## src/rtl/seg7_pkg.sv

```systemverilog
// Shared types, segment constants and the BCD-to-segment decode function
// for the seven-segment scan driver. Segment order is {g,f,e,d,c,b,a},
// active-high.
package seg7_pkg;

  typedef logic [3:0] bcd_t;
  typedef logic [6:0] seg_t;

  localparam seg_t SEG_DASH  = 7'h40;
  localparam seg_t SEG_BLANK = 7'h00;

  // Codes 10..15 are not decimal digits and render as a single dash.
  function automatic seg_t bcd_to_seg(input bcd_t bcd);
    seg_t seg;
    case (bcd)
      4'd0:    seg = 7'h3F;
      4'd1:    seg = 7'h06;
      4'd2:    seg = 7'h5B;
      4'd3:    seg = 7'h4F;
      4'd4:    seg = 7'h66;
      4'd5:    seg = 7'h6D;
      4'd6:    seg = 7'h7D;
      4'd7:    seg = 7'h07;
      4'd8:    seg = 7'h7F;
      4'd9:    seg = 7'h6F;
      default: seg = SEG_DASH;
    endcase
    return seg;
  endfunction

endpackage

```

## src/rtl/seg7_scan_driver_if.sv

```systemverilog
// Load channel of the seven-segment scan driver: the producer offers a
// packed BCD word plus decimal points with a valid/ready handshake.
interface seg7_scan_driver_if #(
  parameter int NUM_DIGITS = 4
);

  logic                    load_valid;
  logic                    load_ready;
  logic [4*NUM_DIGITS-1:0] bcd_in;
  logic [NUM_DIGITS-1:0]   dp_in;

  modport master (
    output load_valid,
    output bcd_in,
    output dp_in,
    input  load_ready
  );

  modport slave (
    input  load_valid,
    input  bcd_in,
    input  dp_in,
    output load_ready
  );

endinterface

```

## src/rtl/bcd_seg7_dec.sv

```systemverilog
// Combinational BCD to seven-segment decoder, a thin wrapper so the decode
// appears once in the netlist on the currently scanned digit.
module bcd_seg7_dec
  import seg7_pkg::*;
(
  input  bcd_t bcd_i,
  output seg_t seg_o
);

  assign seg_o = bcd_to_seg(bcd_i);

endmodule

```

## src/rtl/seg7_scan_driver.sv

```systemverilog
// Time-multiplexed seven-segment driver. A word accepted on the load
// channel is parked in a pending buffer and only copied into the display
// register when the scan wraps back to digit 0, so a frame never mixes
// digits of two words. Optional feature macro: SEG7_LZ_SUPPRESS_EN
// (blank leading zeros; digit 0 is always shown).
module seg7_scan_driver
  import seg7_pkg::*;
#(
  parameter int NUM_DIGITS  = 4,
  parameter int SCAN_DIV    = 1000,
  parameter int SEG_ACT_LOW = 0,
  parameter int AN_ACT_LOW  = 0
) (
  input  logic                  clk,
  input  logic                  rst_n,
  input  logic                  enable,
  seg7_scan_driver_if.slave     load,
  output seg_t                  seg_o,
  output logic                  dp_o,
  output logic [NUM_DIGITS-1:0] an_o,
  output logic                  frame_o
);

  localparam int DIV_W = $clog2(SCAN_DIV);
  localparam int IDX_W = (NUM_DIGITS > 1) ? $clog2(NUM_DIGITS) : 1;
  localparam logic [DIV_W-1:0] DIV_LAST = DIV_W'(SCAN_DIV - 1);
  localparam logic [IDX_W-1:0] IDX_LAST = IDX_W'(NUM_DIGITS - 1);
  localparam bit SEG_INV = (SEG_ACT_LOW != 0);
  localparam bit AN_INV  = (AN_ACT_LOW != 0);
  localparam seg_t SEG_OFF = SEG_INV ? 7'h7F : 7'h00;
  localparam logic DP_OFF  = SEG_INV;
  localparam logic [NUM_DIGITS-1:0] AN_OFF = AN_INV ? '1 : '0;

  // Scan state
  logic [DIV_W-1:0] div_cnt_q, div_cnt_d;
  logic [IDX_W-1:0] dig_idx_q, dig_idx_d;

  // Shadowing: pending buffer and display register
  logic                    pending_q, pending_d;
  logic [4*NUM_DIGITS-1:0] pend_bcd_q, pend_bcd_d;
  logic [NUM_DIGITS-1:0]   pend_dp_q, pend_dp_d;
  logic [4*NUM_DIGITS-1:0] disp_bcd_q, disp_bcd_d;
  logic [NUM_DIGITS-1:0]   disp_dp_q, disp_dp_d;

  // Pin-level output registers (polarity already applied)
  seg_t                  seg_q, seg_d;
  logic                  dp_q, dp_d;
  logic [NUM_DIGITS-1:0] an_q, an_d;
  logic                  frame_q, frame_d;

  logic tick, wrap, commit, xfer;
  bcd_t digit_arr [NUM_DIGITS];
  logic [NUM_DIGITS-1:0] an_sel;
  logic [NUM_DIGITS-1:0] blank_mask;
  bcd_t cur_bcd;
  logic cur_dp, cur_blank;
  seg_t dec_seg, seg_raw;

  assign tick   = enable && (div_cnt_q == DIV_LAST);
  assign wrap   = tick && (dig_idx_q == IDX_LAST);
  // ready is low whenever a word is pending, so a commit cycle can never
  // also be a transfer cycle.
  assign commit = wrap && pending_q;
  assign xfer   = load.load_valid && !pending_q;
  assign load.load_ready = !pending_q;

  genvar gi;
  generate
    for (gi = 0; gi < NUM_DIGITS; gi++) begin : g_digit
      assign digit_arr[gi] = disp_bcd_q[4*gi +: 4];
      assign an_sel[gi]    = (dig_idx_q == IDX_W'(gi));
    end
  endgenerate

`ifdef SEG7_LZ_SUPPRESS_EN
  // A digit above 0 is blank when it and every digit above it are zero.
  assign blank_mask[0] = 1'b0;
  generate
    for (gi = 1; gi < NUM_DIGITS; gi++) begin : g_lz
      if (gi == NUM_DIGITS - 1) begin : g_top
        assign blank_mask[gi] = (digit_arr[gi] == 4'd0);
      end else begin : g_mid
        assign blank_mask[gi] = (digit_arr[gi] == 4'd0) && blank_mask[gi+1];
      end
    end
  endgenerate
`else
  assign blank_mask = '0;
`endif

  // Select the digit, decimal point and blank flag of the scanned position
  always_comb begin
    cur_bcd   = '0;
    cur_dp    = 1'b0;
    cur_blank = 1'b0;
    for (int k = 0; k < NUM_DIGITS; k++) begin
      if (dig_idx_q == IDX_W'(k)) begin
        cur_bcd   = digit_arr[k];
        cur_dp    = disp_dp_q[k];
        cur_blank = blank_mask[k];
      end
    end
  end

  bcd_seg7_dec u_dec (
    .bcd_i (cur_bcd),
    .seg_o (dec_seg)
  );

  // Next-state for scan counters, handshake buffers and output registers
  always_comb begin
    div_cnt_d  = div_cnt_q;
    dig_idx_d  = dig_idx_q;
    pending_d  = pending_q;
    pend_bcd_d = pend_bcd_q;
    pend_dp_d  = pend_dp_q;
    disp_bcd_d = disp_bcd_q;
    disp_dp_d  = disp_dp_q;
    seg_raw    = cur_blank ? SEG_BLANK : dec_seg;

    if (tick) begin
      div_cnt_d = '0;
      dig_idx_d = wrap ? '0 : dig_idx_q + 1'b1;
    end else if (enable) begin
      div_cnt_d = div_cnt_q + 1'b1;
    end

    if (commit) begin
      disp_bcd_d = pend_bcd_q;
      disp_dp_d  = pend_dp_q;
      pending_d  = 1'b0;
    end else if (xfer) begin
      pend_bcd_d = load.bcd_in;
      pend_dp_d  = load.dp_in;
      pending_d  = 1'b1;
    end

    if (enable) begin
      an_d  = AN_INV ? ~an_sel : an_sel;
      seg_d = SEG_INV ? ~seg_raw : seg_raw;
      dp_d  = cur_dp ^ SEG_INV;
    end else begin
      an_d  = AN_OFF;
      seg_d = SEG_OFF;
      dp_d  = DP_OFF;
    end
    frame_d = wrap;
  end

  // State update; reset returns to digit 0 with everything dark and the
  // pending word discarded.
  always_ff @(posedge clk or negedge rst_n) begin
    if (!rst_n) begin
      div_cnt_q  <= '0;
      dig_idx_q  <= '0;
      pending_q  <= 1'b0;
      pend_bcd_q <= '0;
      pend_dp_q  <= '0;
      disp_bcd_q <= '0;
      disp_dp_q  <= '0;
      seg_q      <= SEG_OFF;
      dp_q       <= DP_OFF;
      an_q       <= AN_OFF;
      frame_q    <= 1'b0;
    end else begin
      div_cnt_q  <= div_cnt_d;
      dig_idx_q  <= dig_idx_d;
      pending_q  <= pending_d;
      pend_bcd_q <= pend_bcd_d;
      pend_dp_q  <= pend_dp_d;
      disp_bcd_q <= disp_bcd_d;
      disp_dp_q  <= disp_dp_d;
      seg_q      <= seg_d;
      dp_q       <= dp_d;
      an_q       <= an_d;
      frame_q    <= frame_d;
    end
  end

  assign seg_o   = seg_q;
  assign dp_o    = dp_q;
  assign an_o    = an_q;
  assign frame_o = frame_q;

endmodule

```

## src/flat_wrapper.sv

```systemverilog
// flat-port wrapper written by rule: the top's interface ports become plain ports
module seg7_scan_driver_flat import seg7_pkg::*;
#(
  parameter int NUM_DIGITS  = 4,
  parameter int SCAN_DIV    = 1000,
  parameter int SEG_ACT_LOW = 0,
  parameter int AN_ACT_LOW  = 0
)
  (clk, rst_n, enable, seg_o, dp_o, an_o, frame_o, load_load_valid, load_bcd_in, load_dp_in, load_load_ready);
  seg7_scan_driver_if #(.NUM_DIGITS(NUM_DIGITS)) load_i ();
  input  logic clk;
  input  logic rst_n;
  input  logic enable;
  output seg_t seg_o;
  output logic dp_o;
  output logic [NUM_DIGITS-1:0] an_o;
  output logic frame_o;
  input wire logic [$bits(load_i.load_valid)-1:0] load_load_valid;
  input wire logic [$bits(load_i.bcd_in)-1:0] load_bcd_in;
  input wire logic [$bits(load_i.dp_in)-1:0] load_dp_in;
  output wire logic [$bits(load_i.load_ready)-1:0] load_load_ready;
  assign load_i.load_valid = load_load_valid;
  assign load_i.bcd_in = load_bcd_in;
  assign load_i.dp_in = load_dp_in;
  assign load_load_ready = load_i.load_ready;
  seg7_scan_driver #(.NUM_DIGITS(NUM_DIGITS), .SCAN_DIV(SCAN_DIV), .SEG_ACT_LOW(SEG_ACT_LOW), .AN_ACT_LOW(AN_ACT_LOW)) u_core (.clk(clk), .rst_n(rst_n), .enable(enable), .load(load_i), .seg_o(seg_o), .dp_o(dp_o), .an_o(an_o), .frame_o(frame_o));
endmodule
```

## config.mk

```make
export PLATFORM = sky130hd
export DESIGN_NAME = seg7_scan_driver_flat
export DESIGN_NICKNAME = d
export VERILOG_FILES = /design/src/rtl/seg7_pkg.sv /design/src/rtl/seg7_scan_driver_if.sv /design/src/rtl/bcd_seg7_dec.sv /design/src/rtl/seg7_scan_driver.sv /design/src/flat_wrapper.sv
export SDC_FILE = /design/constraint.sdc
export NUM_CORES = 1
export LEC_CHECK = 0
export ABC_AREA = 1
export CAP_MARGIN = 20
export CORE_ASPECT_RATIO = 1.5
export CORE_MARGIN = 2
export CORE_UTILIZATION = 59
export CTS_BUF_LIST = sky130_fd_sc_hd__clkbuf_8 sky130_fd_sc_hd__clkbuf_16
export DETAILED_ROUTE_END_ITERATION = 7
export PLACE_DENSITY = 0.85
export SYNTH_ARGS = -nofsm -noshare
export SYNTH_HDL_FRONTEND = slang
export SYNTH_SLANG_ARGS = --single-unit
```

## constraint.sdc

```tcl
create_clock -name clk -period 4.85 [get_ports clk]
set_input_delay 0.97 -clock clk [delete_from_list [all_inputs] [get_ports clk]]
set_output_delay 0.97 -clock clk [all_outputs]
set_load 0.01 [all_outputs]
```

==> reports/results.ini, run 1 <==
[outcome]
status = completed

[floorplanning]
start_util_pct = 60.73
die_h_um = 92.61
ios = 38
core_um2 = 5085
rows = 32
dieArea_um2 = 5841
die_x_um = 63.07

[yosys]
ys_ff_latch = 66
synth_area_per_cell_um2 = 9.109
synth_cell_types = 23
netlist_area_um2 = 3088
syn-num-nets = 373
seq_area_frac_synth_pct = 53.48
synthCells = 339
yosysWarnings = 0

[sta]
fin_crit_sh_pct = 59.04
fin_skew_ns = 0.008210
fin_setup_tns_ns = 0
rsz0062_at_grt = no
min_period_ns = 2.863
max_freq_mhz = 349.3
setup_viol = 0
hold_slack_ns = 0.4735
report.final.slew_viol_count = 0
hold_violations = 0
maxSlewHeadroom_pct = 46.63
tightest_slew_ns = 0.8006

[clocking]
htreeDepth = 3
cts_buffers = 9
postCtsSetupRepairBufs = 0
clock_latency_ns = 0.34
cts_tree = done
ctsHoldBuffers = 0
cts-root-buf = clkbuf_8
cts.clk_slew.worst_paths_ns = 0.06
cts.sinks = 66
clock_path_buffers = 2
cts_resized = 0

[power_and_ir_drop]
p_clk_share_pct = 30.5
p_comb_share_pct = 17.2
p_seq_share_pct = 52.3
ir_drop_mv = 0.2867
switching_share_pct = 28.54
p_switching_uw = 355.3
p_int_uw = 889.4
cellLeakagePower_uw = 0.001930
powerDensity_nw_per_um2 = 342.0

[worst_hold_path]
holdPathStages = 2
hold_class = reg -> reg
min-delay-start = u_core.disp_bcd_q[8]$_DFFE_PN0P_
hold_path_end = u_core.disp_bcd_q[8]$_DFFE_PN0P_

[worst_setup_path]
worstPathCellList = clkdlybuf4s50_1 -> nand4_2 -> nor3_4 -> buf_4 -> nand3_2 -> nand2_1 -> nand2_1
reg2reg_to = u_core.seg_o[3]$_DFF_PN0_
r2r_start = u_core.dig_idx_q[0]$_DFFE_PN0P_
crit_arrival_ns = 3.08
crit_slowest_cell = clkdlybuf4s50_1
path_delay_family = buffers and inverters
worstPathRequired_ns = 5.07
startpoint_type = input port
worstSetupPathType = in -> reg
reg2reg_depth = 10
crit_path_max_fanout = 26
slowest_delay_ns = 0.84
reg2reg_slack_ns = 2.52
crit_top_cell = nand2_1
path_buf_inv = 2
critPathCaptureType = flip-flop

[drt]
vias = 2349
first_iter_violations = 118
drt_wl_total_um = 5826
wire_per_inst_um = 13.03
ant_nets = 0
first_pass_iters = 4
routed_via_density = 5.255
remaining_drc_errors = 0

[flow_run]
drv_cap = 0

[global_routing]
grt_pass1_vias = 2380
grt_max_degree = 67
grt-ovfl-total = 0
track_usage_pct = 23.02
antenna_found_initial = 0
grt_first_pass_wirelength_um = 10400

[finish]
layout.cells.non_filler = 447
seq_area_um2 = 1652
drive_gt1_share_pct = 13.19
insertedDiodeCount = 0
multi_input_area_um2 = 1217
fillers = 387
final_nets = 410
syn_to_final_growth_pct = 17.87
finalInstanceArea_um2 = 3640

[place]
post_dp_cell_area_um2 = 3481
dp_cells = 433
gp_congestion = 0.8221
io_buffers = 37
dpl.hpwl_um = 4084

-- layer usage --
| layer | global-route usage [%] | share of wire (%) | up-vias |
|---|---|---|---|
| met2 | 41.31 | 55 | 50 |
| met4 | 10.37 | 1.7 | 0 |
| met3 | 4.617 | 3.4 | 12 |
| met1 | 26.12 | 40 | 1125 |
| li1 | - | - | 1162 |
| met5 | 0 | 0 | - |
-- synth_stat cells --
| cell type | number | share of area, % |
|---|---|---|
| clkbuf_1 | 5 | 0.61 |
| nand4_1 | 21 | 4.3 |
| nand4_2 | 2 | 0.81 |
| inv_2 | 6 | 0.73 |
| mux2_2 | 20 | 7.3 |
| a21oi_1 | 9 | 1.5 |
| nor3_1 | 4 | 0.65 |
| inv_1 | 31 | 3.8 |
| o21ai_1 | 2 | 0.32 |
| nand2b_1 | 1 | 0.20 |
| buf_1 | 1 | 0.12 |
| or2_2 | 3 | 0.61 |
| buf_6 | 2 | 0.73 |
| o21ai_0 | 10 | 1.6 |
| buf_2 | 4 | 0.65 |
| nand3_2 | 1 | 0.32 |
| buf_4 | 2 | 0.49 |
| nor3_4 | 1 | 0.53 |
| dfrtp_1 | 66 | 53 |
| ha_1 | 10 | 4.1 |
| nand2_1 | 95 | 12 |
| nand3_1 | 13 | 2.1 |
| nor2_1 | 30 | 3.6 |
-- through the flow --
| stage | total power [µW] | setup WS, ns | utilization, % |
|---|---|---|---|
| after global placement | 862.0 | 1.757 | 68.45 |
| final | 1245 | 1.987 | 71.58 |
| after detailed placement | 874.9 | 1.638 | 68.45 |
| after floorplan | 788.4 | 2.881 | - |
| after CTS | 1252 | 1.991 | 71.58 |
| after global routing | 1317 | 1.776 | 71.58 |
-- flip-flops by register name, indices dropped and copies added, names as in the netlist, 2 cells and up --
signal and count:
u_core.div_cnt_q 10, u_core.an_o 4, u_core.seg_o 7, u_core.disp_bcd_q 16, u_core.pend_bcd_q 16, u_core.pend_dp_q 4, u_core.dig_idx_q 2, u_core.disp_dp_q 4
-- placed cells by master, fill, tap and decap left out --
master and n:
nand2_1 95, dfrtp_1 66, clkdlybuf4s50_1 36, inv_1 32
nor2_1 30, nand4_1 21, mux2_2 20, nand3_1 13
o21ai_0 10, ha_1 10, clkbuf_8 10, a21oi_1 9
inv_2 6, nor3_1 4, or2_2 3, buf_4 3
nand4_2 2, o21ai_1 2, clkinv_2 2, nand2b_1 1
nor3_4 1, nand3_2 1, clkinvlp_4 1, buf_2 1
-- power by group through the flow --
stage	Sequential, µW	Combinational (µW)	Clock, µW
CTS	651	215	386
global route	658	247	412
floorplan	654	134	0
global placement	659	203	0
finish	651	214	380
detailed placement	661	214	0
-- worst min-delay path, cell delays in order, from the launching register on --
cell and delay (ns):
dfrtp_1 0.34, nand2_1 0.05, nand2_1 0.04
-- final cells by class --
type                            count  area share, %
Timing Repair Buffer               40          10.66
Multi-Input combinational cell    222          33.45
Inverter                           37          3.816
Tap cell                           68          2.338
Sequential cell                    66          45.38
Clock inverter                      4         0.5844
Clock buffer                       10          3.781
-- worst max-delay path by stage --
stage,start,cells past startpoint,to,slack (ns)
CTS,enable,7,u_core.disp_dp_q[2]$_DFFE_PN0P_,1.99
global placement,enable,7,u_core.disp_bcd_q[1]$_DFFE_PN0P_,1.76
finish,enable,7,u_core.disp_dp_q[2]$_DFFE_PN0P_,1.99
global route,enable,7,u_core.disp_dp_q[0]$_DFFE_PN0P_,1.78
floorplan,enable,7,u_core.disp_bcd_q[10]$_DFFE_PN0P_,2.88
detailed placement,enable,7,u_core.disp_bcd_q[4]$_DFFE_PN0P_,1.64
-- cells by family (layout without fill, tap and decap cells) --
family	count (synthesis)	count (layout)	synth area share [%]
simple gates	171	171	24.68
buf+inv	51	91	7.090
mux	20	20	7.293
fa+ha+maj	10	10	4.052
flops	66	66	53.48
compound gates	21	21	3.404
(Power assumes the default switching activity.)
==> run 2, diff against run 1 <==
--- a/config.mk
+++ b/config.mk
@@ -9,10 +9,10 @@
 export CAP_MARGIN = 20
 export CORE_ASPECT_RATIO = 1.5
 export CORE_MARGIN = 2
-export CORE_UTILIZATION = 59
+export CORE_UTILIZATION = 50
 export CTS_BUF_LIST = sky130_fd_sc_hd__clkbuf_8 sky130_fd_sc_hd__clkbuf_16
 export DETAILED_ROUTE_END_ITERATION = 7
-export PLACE_DENSITY = 0.85
+export PLACE_DENSITY = 0.77
 export SYNTH_ARGS = -nofsm -noshare
 export SYNTH_HDL_FRONTEND = slang
 export SYNTH_SLANG_ARGS = --single-unit
==> constraint.sdc (replaced) <==
create_clock -name clk -period 2.5 [get_ports clk]
set_input_delay 0.5 -clock clk [delete_from_list [all_inputs] [get_ports clk]]
set_output_delay 0.5 -clock clk [all_outputs]
set_load 0.01 [all_outputs]
==> reports/results.ini, run 2 (same netlist as run 1, synthesis figures left out) <==
[outcome]
status = finished with violations
violations = hold timing

[power_and_ir_drop]
cellLeakagePower_uw = 0.001976  ; +2.4%
powerDensity_nw_per_um2 = 717.6  ; +110%
ir_drop_mv = 0.4160  ; +45%

[finish]
fillers = 529  ; +37%
most-common-layout-cells = 95 x nand2_1, 66 x dfrtp_1, 36 x clkdlybuf4s50_1
drive_gt1_share_pct = 14.58  ; +1.4 points
reg.largest.list = u_core.disp_bcd_q (16), u_core.pend_bcd_q (16), u_core.div_cnt_q (10)
syn_to_final_growth_pct = 21.68
final_nets = 414  ; +0.98%
seq_area_um2 = 1652  ; unchanged
insertedDiodeCount = 0  ; unchanged
multi_input_area_um2 = 1217  ; unchanged
mostFrequentLayoutCell = nand2_1

[clocking]
cts_tree = done
cts.sinks = 66  ; unchanged
postCtsSetupRepairBufs = 0  ; unchanged
cts_resized = 0  ; unchanged
cts_buffers = 9  ; unchanged
htreeDepth = 3  ; unchanged
cts-root-buf = clkbuf_8
cts.clk_slew.worst_paths_ns = 0.07  ; about the same
clock_latency_ns = 0.35  ; about the same
ctsHoldBuffers = 0  ; unchanged
clock_path_buffers = 2  ; unchanged

[global_routing]
antenna_found_initial = 0  ; unchanged
track_usage_pct = 20.51  ; -2.5 points
grt-ovfl-total = 0  ; unchanged
grt_pass1_vias = 2460  ; +3.4%
grt_max_degree = 59  ; -12%
grt_first_pass_wirelength_um = 10340  ; -0.53%

[worst_hold_path]
hold_class = in -> async

[worst_setup_path]
r2r_start = u_core.dig_idx_q[0]$_DFFE_PN0P_
startpoint = u_core.dig_idx_q[0]$_DFFE_PN0P_
startpoint_type = flip-flop
critPathCaptureType = flip-flop
crit_path_max_fanout = 6  ; -77%
worstSetupPathType = reg -> reg
crit_arrival_ns = 2.45  ; -0.63 ns
worstPathRequired_ns = 2.74  ; -2.33 ns

[drt]
routed_via_density = 5.240  ; -0.28%
ant_nets = 0  ; unchanged
vias = 2400  ; +2.2%
first_iter_violations = 104  ; -12%
remaining_drc_errors = 0  ; unchanged
drt_wl_total_um = 5971  ; +2.5%
wire_per_inst_um = 13.04  ; about the same
first_pass_iters = 4  ; unchanged

[sta]
fin_setup_tns_ns = 0  ; unchanged
min_period_ns = 2.208
hold_violations = 5  ; +5
hold_slack_ns = -0.003349  ; -0.4768 ns
setup_viol = 0  ; unchanged
fin_skew_ns = 0.008167  ; -0.00004294 ns
tightest_slew_ns = 0.4054  ; -0.3952 ns
fin_crit_sh_pct = 88.33
report.final.slew_viol_count = 0  ; unchanged
maxSlewHeadroom_pct = 72.94  ; +26 points
max_freq_mhz = 452.8
rsz0062_at_grt = no

[floorplanning]
core_um2 = 6043  ; +19%
rows = 35  ; +9.4%
die_h_um = 100.3  ; +8.3%
die_x_um = 68.17  ; +8.1%
dieArea_um2 = 6834  ; +17%
ios = 38  ; unchanged
start_util_pct = 51.10  ; -9.6 points

[place]
gp_congestion = 0.8524  ; +3.7%
dpl.hpwl_um = 4305  ; +5.4%
io_buffers = 37  ; unchanged

[flow_run]
drv_cap = 0  ; unchanged

==> run 2: cell count changes in the layout (fill, tap and decap cells not counted), sizes merged <==
| cell | before | now |
|---|---|---|
| clkinv | 2 | 0 |
| bufinv | 0 | 2 |
| clkinvlp | 1 | 2 |
| clkbuf | 10 | 11 |
| buf | 4 | 8 |
| inv | 38 | 37 |
==> run 2: path summary, 6_finish.rpt <==
kind                                                     end  slack [ns]  depth (start not counted)
hold / removal              u_core.pend_bcd_q[6]$_DFFE_PN0P_      -0.003                          1
setup reg to reg                   u_core.seg_o[2]$_DFF_PN0_        0.29                         13
min in group clk           u_core.disp_bcd_q[13]$_DFFE_PN0P_        0.47                          2
max in group asynchronous    u_core.div_cnt_q[8]$_DFFE_PN0P_        1.94                          2
setup / recovery                   u_core.seg_o[2]$_DFF_PN0_        0.29                         13
hold reg to reg            u_core.disp_bcd_q[13]$_DFFE_PN0P_        0.47                          2
==> run 2: cell type report <==
class | instances | area share, %
flip-flops and latches | 66 | 43.96
multi-input cells | 222 | 32.40
repair buffers | 44 | 11.46
clock buffers | 11 | 4.029
inverters | 37 | 3.696
well taps | 74 | 2.464
clock inverters | 4 | 1.998
==> run 2: critical path, stage by stage (launching register included) <==
cell and delay (ns):
dfrtp_1 0.42, inv_1 0.11, ha_1 0.30, inv_2 0.11, or2_2 0.28, nand3_1 0.13, nand2_1 0.13, inv_1 0.12
ha_1 0.19, inv_1 0.05, nor2_1 0.09, nand2_1 0.06, nand2_1 0.07, nor2_1 0.04
==> run 2: routing by layer <==
layer	global-route usage (%)	up-vias	share of wire [%]
met2	35.62	51	55
met1	21.81	1159	38
met5	0	-	0
li1	-	1175	-
met4	11.08	0	3.4
met3	5.493	15	3.5
==> run 2: report_power, final <==
part	leakage (µW)	total (µW)	internal [µW]	switching, µW
clock network	0.000108	1010	610	396
logic	0.00102	428	184	244
registers	0.000849	1260	1180	84.7
==> run 2: through the flow <==
stage	total power [µW]	setup WS (ns)	instances	area, µm²	utilization (%)
CTS	2715	0.3115	458	3757	62.17
global placement	1685	0.3600	443	3531	58.43
floorplan	1529	0.6493	339	3088	-
detailed placement	1705	0.3164	443	3531	58.43
finish	2696	0.2917	458	3757	62.17
global route	2844	0.1489	458	3757	62.17
==> run 3, diff against run 2 <==
--- a/config.mk
+++ b/config.mk
@@ -12,6 +12,8 @@
 export CORE_UTILIZATION = 50
 export CTS_BUF_LIST = sky130_fd_sc_hd__clkbuf_8 sky130_fd_sc_hd__clkbuf_16
 export DETAILED_ROUTE_END_ITERATION = 7
+export HOLD_SLACK_MARGIN = 0.08
+export MAX_ROUTING_LAYER = met4
 export PLACE_DENSITY = 0.77
 export SYNTH_ARGS = -nofsm -noshare
 export SYNTH_HDL_FRONTEND = slang
==> reports/results.ini, run 3 (same netlist as run 1, synthesis figures left out) <==
[sta]
fin_skew_ns = 0.008756  ; +0.0005889 ns
setup_viol = 0  ; unchanged
max_freq_mhz = 451.9  ; -0.21%
fin_crit_sh_pct = 88.52  ; +0.19 points
maxSlewHeadroom_pct = 73.02  ; +0.081 points
min_period_ns = 2.213  ; +0.004754 ns
hold_violations = 0  ; -5
rsz0062_at_grt = no
fin_setup_tns_ns = 0  ; unchanged
hold_slack_ns = 0.4720  ; +0.4754 ns
setup_ws_ns = 0.2869  ; -0.004754 ns
report.final.slew_viol_count = 0  ; unchanged
tightest_slew_ns = 0.4042  ; -0.001209 ns

[finish]
drive_gt1_share_pct = 14.55  ; -0.038 points
layout.cells.non_filler = 459  ; +0.22%
mostFrequentLayoutCell = nand2_1
most-common-layout-cells = 95 x nand2_1, 66 x dfrtp_1, 36 x clkdlybuf4s50_1
fillers = 530  ; +0.19%
reg.largest.list = u_core.disp_bcd_q (16), u_core.pend_bcd_q (16), u_core.div_cnt_q (10)
syn_to_final_growth_pct = 22.00
final_nets = 415  ; +0.24%
insertedDiodeCount = 0  ; unchanged
finalInstanceArea_um2 = 3767  ; +0.27%

[floorplanning]
rows = 35  ; unchanged
die_x_um = 68.17  ; unchanged
core_um2 = 6043  ; unchanged
ios = 38  ; unchanged
die_h_um = 100.3  ; unchanged
dieArea_um2 = 6834  ; unchanged
start_util_pct = 51.10  ; unchanged

[place]
io_buffers = 37  ; unchanged
dpl.hpwl_um = 4305  ; unchanged
post_dp_cell_area_um2 = 3531  ; unchanged
gp_congestion = 0.8660  ; +1.6%
dp_cells = 443  ; unchanged
preCtsSetupSlack_ns = 0.3164  ; unchanged

[worst_setup_path]
crit_arrival_ns = 2.45  ; about the same
worstSetupPathType = reg -> reg
worstPathRequired_ns = 2.74  ; about the same
startpoint_type = flip-flop
reg2reg_depth = 13  ; unchanged
critPathCaptureType = flip-flop
crit_path_max_fanout = 6  ; unchanged

[flow_run]
drv_cap = 0  ; unchanged

[power_and_ir_drop]
powerDensity_nw_per_um2 = 714.0  ; -0.49%
cellLeakagePower_uw = 0.001980  ; +0.21%
ir_drop_mv = 0.4160  ; about the same

[outcome]
status = completed

[drt]
first_pass_iters = 4  ; unchanged
wire_per_inst_um = 12.99  ; -0.35%
remaining_drc_errors = 0  ; unchanged
first_iter_violations = 96  ; -7.7%
vias = 2405  ; +0.21%
routed_via_density = 5.240  ; about the same
ant_nets = 0  ; unchanged
drt_wl_total_um = 5963  ; -0.13%

[worst_hold_path]
holdPathStages = 2
hold_class = reg -> reg

[clocking]
htreeDepth = 3  ; unchanged
cts-root-buf = clkbuf_8
cts.sinks = 66  ; unchanged
cts_tree = done
clock_latency_ns = 0.34  ; about the same
postCtsSetupRepairBufs = 0  ; unchanged
cts.clk_slew.worst_paths_ns = 0.07  ; about the same
cts_buffers = 9  ; unchanged
clock_path_buffers = 2  ; unchanged

[global_routing]
track_usage_pct = 21.14  ; +0.63 points
antenna_found_initial = 0  ; unchanged
grt_pass1_vias = 2456  ; -0.16%
grt-ovfl-total = 0  ; unchanged
grt_max_degree = 59  ; unchanged
grt_first_pass_wirelength_um = 10350  ; about the same

[run 3: final timing paths]
kind / from / end / slack (ns)
min in group asynchronous: rst_n / u_core.pend_bcd_q[6]$_DFFE_PN0P_ / 0.56
max: u_core.dig_idx_q[0]$_DFFE_PN0P_ / u_core.seg_o[2]$_DFF_PN0_ / 0.29
max reg2reg: u_core.dig_idx_q[0]$_DFFE_PN0P_ / u_core.seg_o[2]$_DFF_PN0_ / 0.29
min: u_core.disp_bcd_q[13]$_DFFE_PN0P_ / u_core.disp_bcd_q[13]$_DFFE_PN0P_ / 0.47
max in group asynchronous: rst_n / u_core.disp_bcd_q[14]$_DFFE_PN0P_ / 1.38
min reg2reg: u_core.disp_bcd_q[13]$_DFFE_PN0P_ / u_core.disp_bcd_q[13]$_DFFE_PN0P_ / 0.47
[run 3: where the power goes]
part	total [µW]	switching (µW)	internal [µW]	leakage (µW)
combinational	429	244	185	0.00102
clock	999	389	610	0.000108
sequential	1260	84.1	1180	0.000849
[run 3: repair_timing]
| item | in CTS | in global routing |
|---|---|---|
| endpoints found under the hold margin | 8 | 0 |
| hold buffers | 1 | 0 |
| setup endpoints to repair | 0 | 0 |
| gates resized for setup | 0 | 0 |
[run 3: worst max-delay path: stages, from the launching register on]
cell and delay, ns:
dfrtp_1 0.42, inv_1 0.11, ha_1 0.30, inv_2 0.11, or2_2 0.28, nand3_1 0.13, nand2_1 0.13, inv_1 0.12
ha_1 0.19, inv_1 0.05, nor2_1 0.09, nand2_1 0.06, nand2_1 0.07, nor2_1 0.04
[run 3: area by class of cell]
| class | count | area [µm²] | share of cell area [%] |
|---|---|---|---|
| clock buffers | 11 | 151.4 | 4.019 |
| clock inverters | 4 | 75.07 | 1.993 |
| inverters | 37 | 138.9 | 3.686 |
| multi-input cells | 222 | 1217 | 32.31 |
| flip-flops and latches | 66 | 1652 | 43.84 |
| well taps | 74 | 92.59 | 2.458 |
| repair buffers | 45 | 440.4 | 11.69 |
[run 3: layer usage]
metal  share of wire [%]  wire [µm]  global-route usage [%]  vias up
met4                 2.4        144                   11.08        0
li1                    -          -                       -     1174
met2                  56       3330                   35.62       42
met3                 3.3        196                   5.717       14
met5                   0          0                       -        -
met1                  38       2292                   21.81     1175
[run 3: through the flow]
stage	util (%)	total power, µW
2_1_floorplan	-	1529
3_3_place_gp	58.43	1685
3_5_place_dp	58.43	1705
4_1_cts	62.34	2717
5_1_grt	62.34	2847
6_report	62.34	2690
